## src/rtl/mul_issue.sv

```systemverilog
// mul_issue: operand FIFO in front of a handshaked multiplier. Pairs are
// queued, issued one at a time with mul_start held for the whole operation,
// and the product is registered for a valid/ready consumer. A watchdog drops
// operations the multiplier never answers and leaves a sticky error flag.
module mul_issue #(
    parameter int DEPTH   = 4,   // FIFO entries, power of two, >= 2
    parameter int TIMEOUT = 33,  // cycles to wait for mul_valid
    parameter int GAP     = 2    // minimum mul_start low cycles between ops
) (
    input  logic        clock,
    input  logic        reset_n,
    input  logic        in_valid,
    output logic        in_ready,
    input  logic [31:0] in_mlier,
    input  logic [31:0] in_mcand,
    output logic        mul_start,
    output logic [31:0] mul_mlier,
    output logic [31:0] mul_mcand,
    input  logic [63:0] mul_prodt,
    input  logic        mul_valid,
    output logic        out_valid,
    input  logic        out_ready,
    output logic [63:0] out_prodt,
    output logic        timeout_err,
    output logic [15:0] done_cnt
);

    localparam int AW = $clog2(DEPTH);
    localparam int CW = AW + 1;
    localparam int WW = $clog2(TIMEOUT + 2);
    localparam int GW = $clog2(GAP + 2);

    typedef enum logic [1:0] {
        ST_IDLE,
        ST_RUN,
        ST_HOLD,
        ST_GAP
    } state_t;

    state_t          state_q, state_d;
    logic [AW-1:0]   wr_ptr_q, wr_ptr_d;
    logic [AW-1:0]   rd_ptr_q, rd_ptr_d;
    logic [CW-1:0]   count_q, count_d;
    logic [WW-1:0]   wait_cnt_q, wait_cnt_d;
    logic [GW-1:0]   gap_cnt_q, gap_cnt_d;
    logic            mul_start_q, mul_start_d;
    logic [31:0]     mlier_q, mlier_d;
    logic [31:0]     mcand_q, mcand_d;
    logic            out_valid_q, out_valid_d;
    logic [63:0]     out_prodt_q, out_prodt_d;
    logic            timeout_err_q, timeout_err_d;
    logic [15:0]     done_cnt_q, done_cnt_d;

    logic [63:0]     fifo_mem [DEPTH];
    logic [63:0]     head;
    logic            push;
    logic            pop;
    logic            xfer;

    assign in_ready = (count_q != CW'(DEPTH));
    assign push     = in_valid && in_ready;
    assign head     = fifo_mem[rd_ptr_q];
    assign xfer     = out_valid_q && out_ready;

    // FIFO storage: written on every accepted pair.
    // NOTE: the data array has no reset; occupancy and pointers are reset,
    // so stale entries are never read and the array maps onto plain RAM.
    always_ff @(posedge clock) begin
        if (push) begin
            fifo_mem[wr_ptr_q] <= {in_mlier, in_mcand};
        end
    end

    // Next-state logic for the issue FSM, output registers and FIFO pointers.
    // NOTE: every _d signal gets its hold value first so no path leaves it
    // unassigned, which would otherwise infer a latch.
    always_comb begin
        state_d       = state_q;
        wait_cnt_d    = wait_cnt_q;
        gap_cnt_d     = gap_cnt_q;
        mul_start_d   = mul_start_q;
        mlier_d       = mlier_q;
        mcand_d       = mcand_q;
        out_valid_d   = out_valid_q;
        out_prodt_d   = out_prodt_q;
        timeout_err_d = timeout_err_q;
        done_cnt_d    = done_cnt_q;
        pop           = 1'b0;

        // A consumed result clears unless a capture below refills it.
        if (xfer) begin
            out_valid_d = 1'b0;
            done_cnt_d  = done_cnt_q + 16'd1;
        end

        case (state_q)
            ST_IDLE: begin
                // Issue only when the result register is free or draining now.
                if ((count_q != '0) && (!out_valid_q || out_ready)) begin
                    pop         = 1'b1;
                    mlier_d     = head[63:32];
                    mcand_d     = head[31:0];
                    mul_start_d = 1'b1;
                    wait_cnt_d  = WW'(1);
                    state_d     = ST_RUN;
                end
            end
            ST_RUN: begin
                if (mul_valid) begin
                    out_prodt_d = mul_prodt;
                    out_valid_d = 1'b1;
                    mul_start_d = 1'b0;
                    gap_cnt_d   = GW'(1);
                    state_d     = ST_GAP;
                end else if (wait_cnt_q > WW'(TIMEOUT)) begin
                    timeout_err_d = 1'b1;
                    mul_start_d   = 1'b0;
                    gap_cnt_d     = GW'(1);
                    state_d       = ST_GAP;
                end else begin
                    wait_cnt_d = wait_cnt_q + WW'(1);
                end
            end
            ST_GAP: begin
                if (gap_cnt_q >= GW'(GAP)) begin
                    state_d = (out_valid_q && !out_ready) ? ST_HOLD : ST_IDLE;
                end else begin
                    gap_cnt_d = gap_cnt_q + GW'(1);
                end
            end
            ST_HOLD: begin
                if (out_ready) begin
                    state_d = ST_IDLE;
                end
            end
            default: state_d = ST_IDLE;
        endcase

        wr_ptr_d = wr_ptr_q + (push ? AW'(1) : AW'(0));
        rd_ptr_d = rd_ptr_q + (pop ? AW'(1) : AW'(0));
        case ({push, pop})
            2'b10:   count_d = count_q + CW'(1);
            2'b01:   count_d = count_q - CW'(1);
            default: count_d = count_q;
        endcase
    end

    // State and output registers; reset aborts any operation in flight.
    // NOTE: non-blocking assignments here so every flop samples the
    // pre-edge value of the others, independent of statement order.
    always_ff @(posedge clock or negedge reset_n) begin
        if (!reset_n) begin
            state_q       <= ST_IDLE;
            wr_ptr_q      <= '0;
            rd_ptr_q      <= '0;
            count_q       <= '0;
            wait_cnt_q    <= '0;
            gap_cnt_q     <= '0;
            mul_start_q   <= 1'b0;
            mlier_q       <= '0;
            mcand_q       <= '0;
            out_valid_q   <= 1'b0;
            out_prodt_q   <= '0;
            timeout_err_q <= 1'b0;
            done_cnt_q    <= '0;
        end else begin
            state_q       <= state_d;
            wr_ptr_q      <= wr_ptr_d;
            rd_ptr_q      <= rd_ptr_d;
            count_q       <= count_d;
            wait_cnt_q    <= wait_cnt_d;
            gap_cnt_q     <= gap_cnt_d;
            mul_start_q   <= mul_start_d;
            mlier_q       <= mlier_d;
            mcand_q       <= mcand_d;
            out_valid_q   <= out_valid_d;
            out_prodt_q   <= out_prodt_d;
            timeout_err_q <= timeout_err_d;
            done_cnt_q    <= done_cnt_d;
        end
    end

    assign mul_start   = mul_start_q;
    assign mul_mlier   = mlier_q;
    assign mul_mcand   = mcand_q;
    assign out_valid   = out_valid_q;
    assign out_prodt   = out_prodt_q;
    assign timeout_err = timeout_err_q;
    assign done_cnt    = done_cnt_q;

endmodule
```

## config.mk

```make
export PLATFORM = sky130hd
export DESIGN_NAME = mul_issue
export DESIGN_NICKNAME = d
export VERILOG_FILES = /design/src/rtl/mul_issue.sv
export SDC_FILE = /design/constraint.sdc
export NUM_CORES = 1
export LEC_CHECK = 0
export ABC_AREA = 0
export CAP_MARGIN = 0
export CORE_ASPECT_RATIO = 1.2
export CORE_MARGIN = 2
export CORE_UTILIZATION = 45
export DETAILED_ROUTE_END_ITERATION = 10
export GPL_ROUTABILITY_DRIVEN = 0
export PLACE_DENSITY = 0.85
export SYNTH_ARGS = -nofsm -noshare
export SYNTH_HDL_FRONTEND = slang
export SYNTH_SLANG_ARGS = --single-unit
```

## constraint.sdc

```tcl
create_clock -name clock -period 6 [get_ports clock]
set_clock_uncertainty 0.05 [all_clocks]
set_input_delay 0.6 -clock clock [delete_from_list [all_inputs] [get_ports clock]]
set_output_delay 0.6 -clock clock [all_outputs]
set_load 0.02 [all_outputs]
```

# Yosys cells after proc, flatten, opt, wreduce, memory -nomap -nowiden
# Memories as Yosys holds them, arrays and structs flattened. A register that Yosys moved wholly into a read port is not among the register bits.
# Cells that the tools add are included.
totals:
  mem_bits_rw: 256
  regBits: 100
  n_memories: 1
  output_inout_bits: 148
memory_table:
  columns: ["name", "depth", "word_bits", "read_ports", "rd_clocked_by_memory_dff", "wr", "line", "text"]
  rows:
  - ["fifo_mem", 4, 64, 1, 1, 1, "54", "logic [63:0] fifo_mem [DEPTH];"]
classes:
  reduce_logical: 20
  n_mux: 29
  bitwise_logic: 1
  eq_ne: 13
  n_addsub: 7
  n_lt_le_gt_ge: 2
ops:
  columns: ["operator", "n"]
  rows:
  - ["$mux 2", 9]
  - ["$mux 6", 3]
  - ["$add 16x1->16 const B", 1]
  - ["$mux 1", 12]
  - ["$ne 2x2->1 const B", 6]
  - ["$pmux 6 s2", 1]
  - ["$reduce_and 3->1", 3]
  - ["$pmux 2 s4", 1]
  - ["$reduce_and 4->1", 2]
  - ["$add 6x1->6 const B", 1]
  - ["$eq 2x2->1 const B", 3]
  - ["$gt 6x6->1 const B", 1]
  - ["$ne 3x3->1 const B", 2]
  - ["$pmux 3 s2", 1]
  - ["$reduce_bool 2->1", 3]
  - ["$add 2x1->2", 2]
  - ["$eq 2x1->1 const B", 2]
  - ["$logic_and 1x1->1", 4]
  - ["$pmux 2 s2", 1]
  - ["$reduce_and 2->1", 2]
  - ["$add 3x1->3 const B", 1]
  - ["$logic_not 1->1", 3]
  - ["$reduce_bool 3->1", 1]
  - ["$sub 3x1->3 const B", 1]
  - ["6 further kinds", 6]

# Depth between registers and ports, before layout
# Gate-level depths: netlist (run 1).
logic_depth:
  word_depth: 7
  mapped_depth: 10
  depth_no_buf: 9

# Worst setup path before layout (run 1)
# No wires, ideal clock.
synth_path:
  path_type: "reg2reg"
  start: "register count_q[0]"
  end: "memory fifo_mem[1][0], enable pin"
  setup_slack_ps: -184
  path_stages_with_launch: 5
  required_ps: 5372
  n_path_buf: 0
  synth_period_minus_slack_ps: 6184
  arrival_ps: 5556
  path_cell_list: "dfrtp_1 -> inv_1 -> nand3_1 -> nand2_1 -> nor3b_1"
synth_between:
  elab_chain_cells: 4
synth_rtl:
  columns: ["element", "line", "text"]
  rows:
  - ["start: declaration", "43", "logic [CW-1:0] count_q, count_d;"]
  - ["start signal: assignment", "170", "count_q <= count_d;"]
  - ["$ne 3x3->1", "60", "assign in_ready = (count_q != CW'(DEPTH));"]
  - ["via in_ready", "13", "output logic in_ready,"]
  - ["$logic_and 1x1->1", "61", "assign push = in_valid && in_ready;"]
  - ["$mux 1", "69", "if (push) begin"]
  - ["$mux 1 (implied by the code)", "70", "fifo_mem[wr_ptr_q] <= {in_mlier, in_mcand};"]
  - ["end: declaration", "54", null]
# The timed path passes the listed nets, and every way through them passes these cells.

==> results.py, run 1 <==
metrics = {
    "outcome": {
        "outcome": "finished, final reports clean",
    },
    "die": {
        "boundaryPins": 281,
        "core_sq_um": 34910,
        "die_width_um": 175.6,
        "die_y_um": 209.9,
        "start_util": 0.4556,
        "fp.dieArea_sq_um": 36870,
        "core.rowCount": 75,
    },
    "timing": {
        "finalCritPeriodShare": 0.4358,
        "fin_crit_ns": 2.615,
        "setup_tns_ns": 0,
        "max_slew_margin": 0.2802,
        "timing.fmax_mhz": 382.4,
        "drv_slew": 0,
        "hold_viol": 0,
        "rsz0062_at_grt": "false",
        "setup_viol": 0,
        "layout_setup_ws_ns": 3.385,
        "worstMarginPinSlew_ns": 1.080,
    },
    "synth": {
        "synthSimpleGateAreaFrac": 0.01825,
        "synth-compound-area-share": 0.008969,
        "postSynthCellCount": 756,
        "synthMuxAreaShare": 0.1948,
        "avgSynthCellArea_sq_um": 21.04,
        "synth_fa_ha_area_frac": 0.007553,
        "synth_top_family_by_area": "multiplexers",
        "synthXorXnorAreaFrac": 0.01212,
        "ys_ff_latch": 420,
        "ys_async_sr_fraction": 0.3905,
        "synth_edf_count": 256,
        "synthesis.yosys.warnings": 0,
        "ys_types": 45,
        "synth-main-ff-cell": "edfxtp_1",
        "syn_area_sq_um": 15900,
        "synth_nets": 898,
        "synth-seq-area-share": 0.7415,
    },
    "critical_path": {
        "required_ns": 6.37,
        "worstSetupStartpoint": "rd_ptr_q[0]",
        "cp.arrival_ns": 2.99,
        "crit_type": "reg2reg",
        "cp-end-kind": "flip-flop",
        "ff2ff_setup_slack_ns": 3.39,
        "ff2ff_path_depth": 3,
        "crit_path_start_kind": "flip-flop",
        "r2r_end": "mul_mlier[9]",
        "r2r_start": "rd_ptr_q[0]",
        "crit_fanout": 38,
    },
    "pwr": {
        "power.total_uw": 11000,
        "powerDensity_nw_per_um2": 532.9,
        "max-vdd-ir-drop_uv": 388.6,
        "p_leak_uw": 0.007714,
    },
    "clock_network": {
        "clock_path_buffers": 3,
        "root_buffer": "clkbuf_16",
        "htree_levels": 2,
        "clk_pin_slew_worst_paths_ns": 0.06,
        "cts_sinks": 420,
        "cts_tree": "done",
        "clkLatencyLatePin_ns": 0.54,
        "cts_buffers": 43,
    },
    "global_route": {
        "antenna_found_initial": 1,
        "grt_first_pass_wirelength_um": 50210,
        "grt.total_usage": 0.1764,
        "grt-ovfl-total": 0,
        "grt_start_max_net_pins": 66,
        "grt_pass1_vias": 8891,
    },
    "detailed_routing": {
        "vias": 8128,
        "drcViolationCount": 0,
        "drt-pass1-iter-count": 4,
        "vias_per_cell": 5.200,
        "ant_nets": 0,
        "first_iter_violations": 420,
        "wirelength_um": 32700,
        "wl_per_cell_um": 20.92,
    },
    "placement": {
        "place_area_sq_um": 19180,
        "post-dp-hpwl_um": 20040,
        "pre_cts_ws_ns": 2.895,
        "io_buffer_count": 280,
    },
    "finish": {
        "layout-drive-gt1-share": 0.2609,
        "final_cell_mix": "clkdlybuf4s50_1 (279), edfxtp_1 (256), dfrtp_1 (162), mux2_2 (80), mux4_2 (64)",
        "fillers": 2502,
        "area_delta_synth_final_pct": 29.81,
        "final_common_cell": "clkdlybuf4s50_1",
        "design_area_sq_um": 20640,
        "fin_nets": 1207,
        "regArea_sq_um": 11800,
        "multi_input_area_sq_um": 3871,
    },
    "worst_hold_path": {
        "holdPathStages": 1,
        "hold_class": "reg2reg",
        "min_to": "timeout_err",
        "hp-start": "timeout_err",
    },
    "run": {
        "maxCapViolations": 0,
    },
}
-- cells in the mapped netlist (3+ instances only) --
master	count	area, sq um
edfxtp_1	256	7687
dfrtp_1	164	4104
mux2_2	80	900.9
mux4_2	64	1441
mux2_4	49	735.7
buf_6	13	146.4
inv_1	12	45.04
xnor2_1	11	96.34
xor2_1	11	96.34
nor2_1	9	33.78
ha_1	8	100.1
nand3_1	8	40.04
buf_2	7	35.03
nand2_1	7	26.28
buf_1	5	18.77
o21ai_0	5	25.02
nand4_1	4	25.02
nor3_1	4	20.02
and3_1	3	18.77
nor4_1	3	18.77
o21a_1	3	22.52
-- power breakdown --
| part | total, uW | switching, uW | internal (uW) |
|---|---|---|---|
| Clock | 2680 | 1100 | 1580 |
| Combinational | 3710 | 1660 | 2050 |
| Sequential | 4610 | 616 | 4000 |
-- worst max-delay path, stage by stage, from the launching register on --
cell	delay [ns]
dfrtp_4	0.95
buf_4	0.62
mux4_2	0.59
mux2_2	0.28
-- registers in the layout, summed over array words and instances, names as in the netlist, 3 cells and up --
signal,count
mul_mcand,32
mul_mlier,32
count_q,3
wait_cnt_q,6
out_prodt,64
done_cnt,16
fifo_mem,256
-- worst max path at each step --
stage                endpoint
2_1_floorplan  fifo_mem[1][0]
3_3_place_gp    mul_mcand[12]
3_5_place_dp    mul_mlier[27]
5_1_grt          mul_mlier[9]
4_1_cts          mul_mlier[9]
6_report         mul_mlier[9]
-- through the flow --
| stage | std cells | utilization | hold slack, ns |
|---|---|---|---|
| global route | 1562 | 0.5913 | 0.4382 |
| global placement | 1481 | 0.5495 | 0.3894 |
| finish | 1563 | 0.5914 | 0.4259 |
| floorplan | 756 | - | 0.2544 |
| CTS | 1562 | 0.5913 | 0.4304 |
| detailed placement | 1481 | 0.5495 | 0.4172 |
-- layer usage --
layer  global-route usage  share of wire  vias to the layer above
met5                    0        0.00040                        -
met4              0.05358          0.024                        2
met3              0.04636          0.071                       52
met2               0.3049           0.50                      312
met1               0.2188           0.40                     4181
li1                     -              -                     3581
-- area by class of cell --
type / instances / area share
Antenna cell: 1 / 0.0001212
Clock buffer: 63 / 0.06219
Clock inverter: 17 / 0.007940
Inverter: 13 / 0.002364
Multi-Input combinational cell: 295 / 0.1875
Sequential cell: 420 / 0.5716
Tap cell: 462 / 0.02800
Timing Repair Buffer: 292 / 0.1403
-- timing repair --
action,in CTS,in global routing
endpoints found under the setup margin,0,0
resized for setup,0,0
buffers inserted,0,0
hold buffers,1,0
hold endpoints to repair,51,0
-- kinds of logic (layout without fill, tap and decap cells) --
family,Yosys count,after routing
flip-flops,420,420
multiplexers,195,195
AND/OR/NAND/NOR,49,49
buffers and inverters,41,385
XOR/XNOR,22,22
AO/OA/AOI/OAI,20,20
adder cells (fa/ha/maj),9,9
other,0,1
Note: power is estimated with default switching activity, not from simulation.
==> run 2: changes to the inputs <==
--- a/config.mk
+++ b/config.mk
@@ -12,7 +12,7 @@
 export CORE_UTILIZATION = 45
 export DETAILED_ROUTE_END_ITERATION = 10
 export GPL_ROUTABILITY_DRIVEN = 0
-export PLACE_DENSITY = 0.85
+export PLACE_DENSITY = 0.82
 export SYNTH_ARGS = -nofsm -noshare
 export SYNTH_HDL_FRONTEND = slang
 export SYNTH_SLANG_ARGS = --single-unit
==> constraint.sdc (replaced) <==
create_clock -name clock -period 2.5 [get_ports clock]
set_clock_uncertainty 0.05 [all_clocks]
set_input_delay 0.25 -clock clock [delete_from_list [all_inputs] [get_ports clock]]
set_output_delay 0.25 -clock clock [all_outputs]
set_load 0.02 [all_outputs]
==> results.py, run 2 (synthesis gave the netlist of run 1 again) <==
metrics = {
    "die": {
        "die_y_um": 209.9,
        "die_width_um": 175.6,
        "core_sq_um": 34910,
        "boundaryPins": 281,
        "core.rowCount": 75,
        "start_util": 0.4556,
        "fp.dieArea_sq_um": 36870,
    },
    "detailed_routing": {
        "first_iter_violations": 527,
        "drt-pass1-iter-count": 4,
        "vias_per_cell": 5.216,
        "drcViolationCount": 0,
        "wirelength_um": 33000,
        "vias": 8189,
        "ant_nets": 0,
        "wl_per_cell_um": 21.02,
    },
    "worst_hold_path": {
        "hold_class": "in2async",
    },
    "critical_path": {
        "required_ns": 2.20,
        "cp-end-kind": "primary output",
        "crit_fanout": 3,
        "crit_type": "reg2out",
        "cp.arrival_ns": 1.77,
        "crit_path_start_kind": "flip-flop",
    },
    "finish": {
        "layout-drive-gt1-share": 0.2661,
        "regArea_sq_um": 11800,
        "final_common_cell": "clkdlybuf4s50_1",
        "final_cell_mix": "clkdlybuf4s50_1 (279), edfxtp_1 (256), dfrtp_1 (162), mux2_2 (80), mux4_2 (64)",
        "fillers": 2485,
        "fin_util": 0.5968,
        "fin_nets": 1214,
        "area_delta_synth_final_pct": 31.01,
        "multi_input_area_sq_um": 3910,
        "largest_reg_flops": 256,
        "regMostFlops": "fifo_mem",
    },
    "clock_network": {
        "clk_pin_slew_worst_paths_ns": 0.06,
        "cts_tree": "done",
        "cts_setup_buffers": 0,
        "clock_path_buffers": 3,
        "cts_buffers": 41,
        "htree_levels": 2,
        "cts_sinks": 420,
        "root_buffer": "clkbuf_16",
        "hold_buffers": 1,
        "clkLatencyLatePin_ns": 0.54,
        "post_cts_resized": 0,
    },
    "pwr": {
        "p_seq_frac": 0.409,
        "power.total_uw": 26520,
        "p_sw_uw": 8139,
        "p_leak_uw": 0.007787,
        "clkPwrFrac": 0.235,
        "internal-power_uw": 18380,
        "max-vdd-ir-drop_uv": 878.6,
        "powerDensity_nw_per_um2": 1273,
        "swShare": 0.3069,
        "combPwrFrac": 0.356,
    },
    "placement": {
        "pre_cts_ws_ns": 0.2411,
        "io_buffer_count": 280,
        "post-dp-hpwl_um": 20230,
    },
    "timing": {
        "rsz0062_at_grt": "false",
        "worstMarginPinSlew_ns": 0.5948,
        "setup_viol": 0,
        "max_slew_margin": 0.5998,
        "fin_crit_ns": 2.067,
        "drv_slew": 0,
        "timing.fmax_mhz": 483.8,
        "hold_viol": 0,
        "finalCritPeriodShare": 0.8267,
        "layout_setup_ws_ns": 0.4332,
    },
    "global_route": {
        "grt_pass1_vias": 8904,
        "grt.total_usage": 0.1802,
        "grt-ovfl-total": 0,
        "grt_first_pass_wirelength_um": 50880,
        "grt_start_max_net_pins": 79,
        "antenna_found_initial": 2,
    },
    "run": {
        "maxCapViolations": 0,
    },
    "outcome": {
        "outcome": "finished, final reports clean",
    },
}
run 2: metal layers:
metal | vias to the layer above | GRT usage | part of all wire
li1 | 3607 | - | -
met1 | 4245 | 0.2180 | 0.38
met2 | 290 | 0.3098 | 0.52
met3 | 47 | 0.05772 | 0.082
met4 | 0 | 0.05415 | 0.017
met5 | - | 0 | 0
run 2: final cells by class:
type                    instances  share of cell area
repair buffers                301              0.1489
multi-input cells             295              0.1877
clock inverters                20             0.01123
flip-flops and latches        420              0.5663
diodes                          3           0.0003603
clock buffers                  56             0.05543
well taps                     462             0.02775
inverters                      13            0.002342
run 2: critical path, stage by stage (launching register included):
cell and delay [ns]:
dfrtp_1 0.42, inv_2 0.08, nand3_4 0.08, clkdlybuf4s50_1 0.64
run 2: worst paths after layout:
check / startpoint / endpoint / slack [ns] / cells after the start
max: count_q[0] / in_ready / 0.43 / 3
min: reset_n / done_cnt[11] / 0.13 / 2
max reg2reg: state_q[1] / count_q[2] / 0.44 / 7
min reg2reg: timeout_err / timeout_err / 0.42 / 1
max in group asynchronous: reset_n / mul_mcand[14] / 1.46 / 3
min in group clock: mul_prodt[52] / out_prodt[52] / 0.28 / 2
run 2: power groups by stage:
stage          clock network [uW]  registers [uW]  logic, uW
4_1_cts                      6420           10900       9600
3_5_place_dp                    0           11000       9530
6_report                     6230           10900       9440
3_3_place_gp                    0           10800       9380
2_1_floorplan                   0           11900       4530
5_1_grt                      6700           11100      10000
run 2: metrics by stage:
step	TNS, ns	hold WS (ns)	std cells	area [sq um]
floorplan	-49.51	-0.09559	756	15960
global placement	0	0.1218	1490	19430
detailed placement	0	0.1228	1490	19430
CTS	0	0.1194	1567	20830
global route	0	0.1509	1569	20830
finish	0	0.1319	1570	20830
==> run 3: changes to the inputs <==
--- a/config.mk
+++ b/config.mk
@@ -12,7 +12,7 @@
 export CORE_UTILIZATION = 45
 export DETAILED_ROUTE_END_ITERATION = 10
 export GPL_ROUTABILITY_DRIVEN = 0
-export PLACE_DENSITY = 0.82
+export PLACE_DENSITY = 0.85
 export SYNTH_ARGS = -nofsm -noshare
 export SYNTH_HDL_FRONTEND = slang
 export SYNTH_SLANG_ARGS = --single-unit
==> constraint.sdc (replaced) <==
create_clock -name clock -period 1.82 [get_ports clock]
set_clock_uncertainty 0.05 [all_clocks]
set_input_delay 0.182 -clock clock [delete_from_list [all_inputs] [get_ports clock]]
set_output_delay 0.182 -clock clock [all_outputs]
set_load 0.02 [all_outputs]
==> results.py, run 3 (synthesis gave the netlist of run 1 again) <==
metrics = {
    "outcome": {
        "outcome": "finished with violations",
        "violations": "negative setup slack",
    },
    "die": {
        "start_util": 0.4556,
        "core.rowCount": 75,
        "boundaryPins": 281,
        "core_sq_um": 34910,
        "fp.dieArea_sq_um": 36870,
        "die_y_um": 209.9,
        "die_width_um": 175.6,
    },
    "clock_network": {
        "cts_sinks": 420,
        "clk_pin_slew_worst_paths_ns": 0.06,
        "cts_tree": "done",
        "root_buffer": "clkbuf_16",
        "clkLatencyLatePin_ns": 0.56,
        "clock_path_buffers": 3,
        "cts_buffers": 42,
        "htree_levels": 2,
    },
    "critical_path": {
        "crit_buf_inv": 1,
        "ff2ff_path_depth": 7,
        "required_ns": 2.23,
        "slowest_delay_ns": 0.40,
        "cp-end-kind": "flip-flop",
        "cp.arrival_ns": 2.31,
        "crit_fanout": 2,
        "cp_common_cell": "xor2_1",
        "worstSetupStartpoint": "state_q[0]",
        "crit_type": "reg2reg",
        "crit_path_cell_trace": "nor4_4, ha_2, inv_2, fa_2, xor2_1, nor2_1, xor2_1",
        "cp_slowest_cell": "dfrtp_1",
        "r2r_start": "state_q[0]",
        "crit_path_start_kind": "flip-flop",
        "path_depth": 7,
        "cp_top_family": "adder cells",
    },
    "global_route": {
        "grt.total_usage": 0.1878,
        "grt_first_pass_wirelength_um": 52870,
        "grt_start_max_net_pins": 66,
        "grt-ovfl-total": 0,
        "antenna_found_initial": 1,
        "grt_pass1_vias": 9174,
    },
    "finish": {
        "layout-drive-gt1-share": 0.3101,
        "fin_nets": 1272,
        "final_cell_mix": "edfxtp_1 (256), clkdlybuf4s50_1 (222), dfrtp_1 (161), mux2_2 (80), mux4_2 (64)",
        "final_common_cell": "edfxtp_1",
        "largest_reg_flops": 256,
        "design_area_sq_um": 21720,
        "area_delta_synth_final_pct": 36.59,
        "fin_util": 0.6222,
        "n_antenna_cell": 0,
        "regMostFlops": "fifo_mem",
        "fillers": 2407,
    },
    "timing": {
        "worstMarginPinSlew_ns": 0.3697,
        "finalCritPeriodShare": 1.044,
        "timing.fmax_mhz": 526.2,
        "setup_tns_ns": -0.2975,
        "layout_setup_ws_ns": -0.08025,
        "max_slew_margin": 0.7535,
        "fin_crit_ns": 1.900,
        "drv_slew": 0,
        "rsz0062_at_grt": "true",
        "setup_viol": 27,
        "hold_viol": 0,
    },
    "pwr": {
        "max-vdd-ir-drop_uv": 1062,
        "power.total_uw": 37990,
        "p_leak_uw": 0.008492,
        "powerDensity_nw_per_um2": 1749,
    },
    "detailed_routing": {
        "wl_per_cell_um": 22.08,
        "ant_nets": 0,
        "drcViolationCount": 0,
        "drt-pass1-iter-count": 5,
        "vias_per_cell": 5.258,
        "wirelength_um": 35900,
        "first_iter_violations": 433,
        "vias": 8550,
    },
    "placement": {
        "place_area_sq_um": 19940,
        "io_buffer_count": 280,
        "post-dp-hpwl_um": 22740,
    },
    "worst_hold_path": {
        "hold_class": "in2async",
    },
    "run": {
        "maxCapViolations": 0,
    },
}
run 3: cell count changes in the layout (fill, tap and decap cells not counted), moves of 4 or more:
cell and change:
buf_6 +4, buf_12 +18, dlygate4sd2_1 +39, clkbuf_16 +4, buf_4 +27, dlymetal6s2s_1 +17, clkdlybuf4s50_1 -57
run 3: per-stage QoR:
| stage | setup WS (ns) | hold slack (ns) | cells |
|---|---|---|---|
| final | -0.08025 | 0.03999 | 1626 |
| after global routing | -0.2029 | 0.04633 | 1626 |
| after CTS | -0.1112 | 0.01798 | 1611 |
| after detailed placement | -0.3270 | 0.03884 | 1530 |
| after global placement | -0.2830 | 0.03455 | 1530 |
| after floorplan | -0.9841 | -0.1636 | 756 |
run 3: power breakdown:
part	total [uW]	leakage, uW	switching, uW	internal [uW]
logic	14300	0.00348	6590	7760
registers	14700	0.00431	1530	13200
clock network	8960	0.000701	3690	5270
run 3: cell type report:
class,instances,area (sq um),share of cell area
sequential,420,11800,0.5433
multi-input combinational,295,3923,0.1806
timing repair buffer,358,3904,0.1797
clock buffer,57,1157,0.05328
tap,462,578.1,0.02661
clock inverter,21,310.3,0.01429
inverter,13,48.80,0.002247
run 3: worst paths after layout:
check,endpoint,slack [ns]
setup / recovery,count_q[2],-0.08
hold / removal,out_prodt[35],0.04
setup reg to reg,count_q[2],-0.08
hold reg to reg,timeout_err,0.40
max in group asynchronous,mul_mlier[1],0.99
min in group clock,fifo_mem[3][57],0.20
run 3: what timing repair did:
action                                 in CTS  in global routing
setup buffers                               1                  8
endpoints found under the hold margin     164                  0
gates cloned                                1                  7
setup endpoints to repair                 129                205
pin swaps                                   0                  1
hold buffers                                1                  0
gates resized for setup                    48                 26
run 3: metal layers:
metal | wire [um] | vias up | global-route usage
met5 | 0 | - | 0
met4 | 1076 | 0 | 0.06811
met3 | 3149 | 68 | 0.05339
met2 | 18170 | 426 | 0.3273
met1 | 13500 | 4345 | 0.2227
li1 | - | 3711 | -
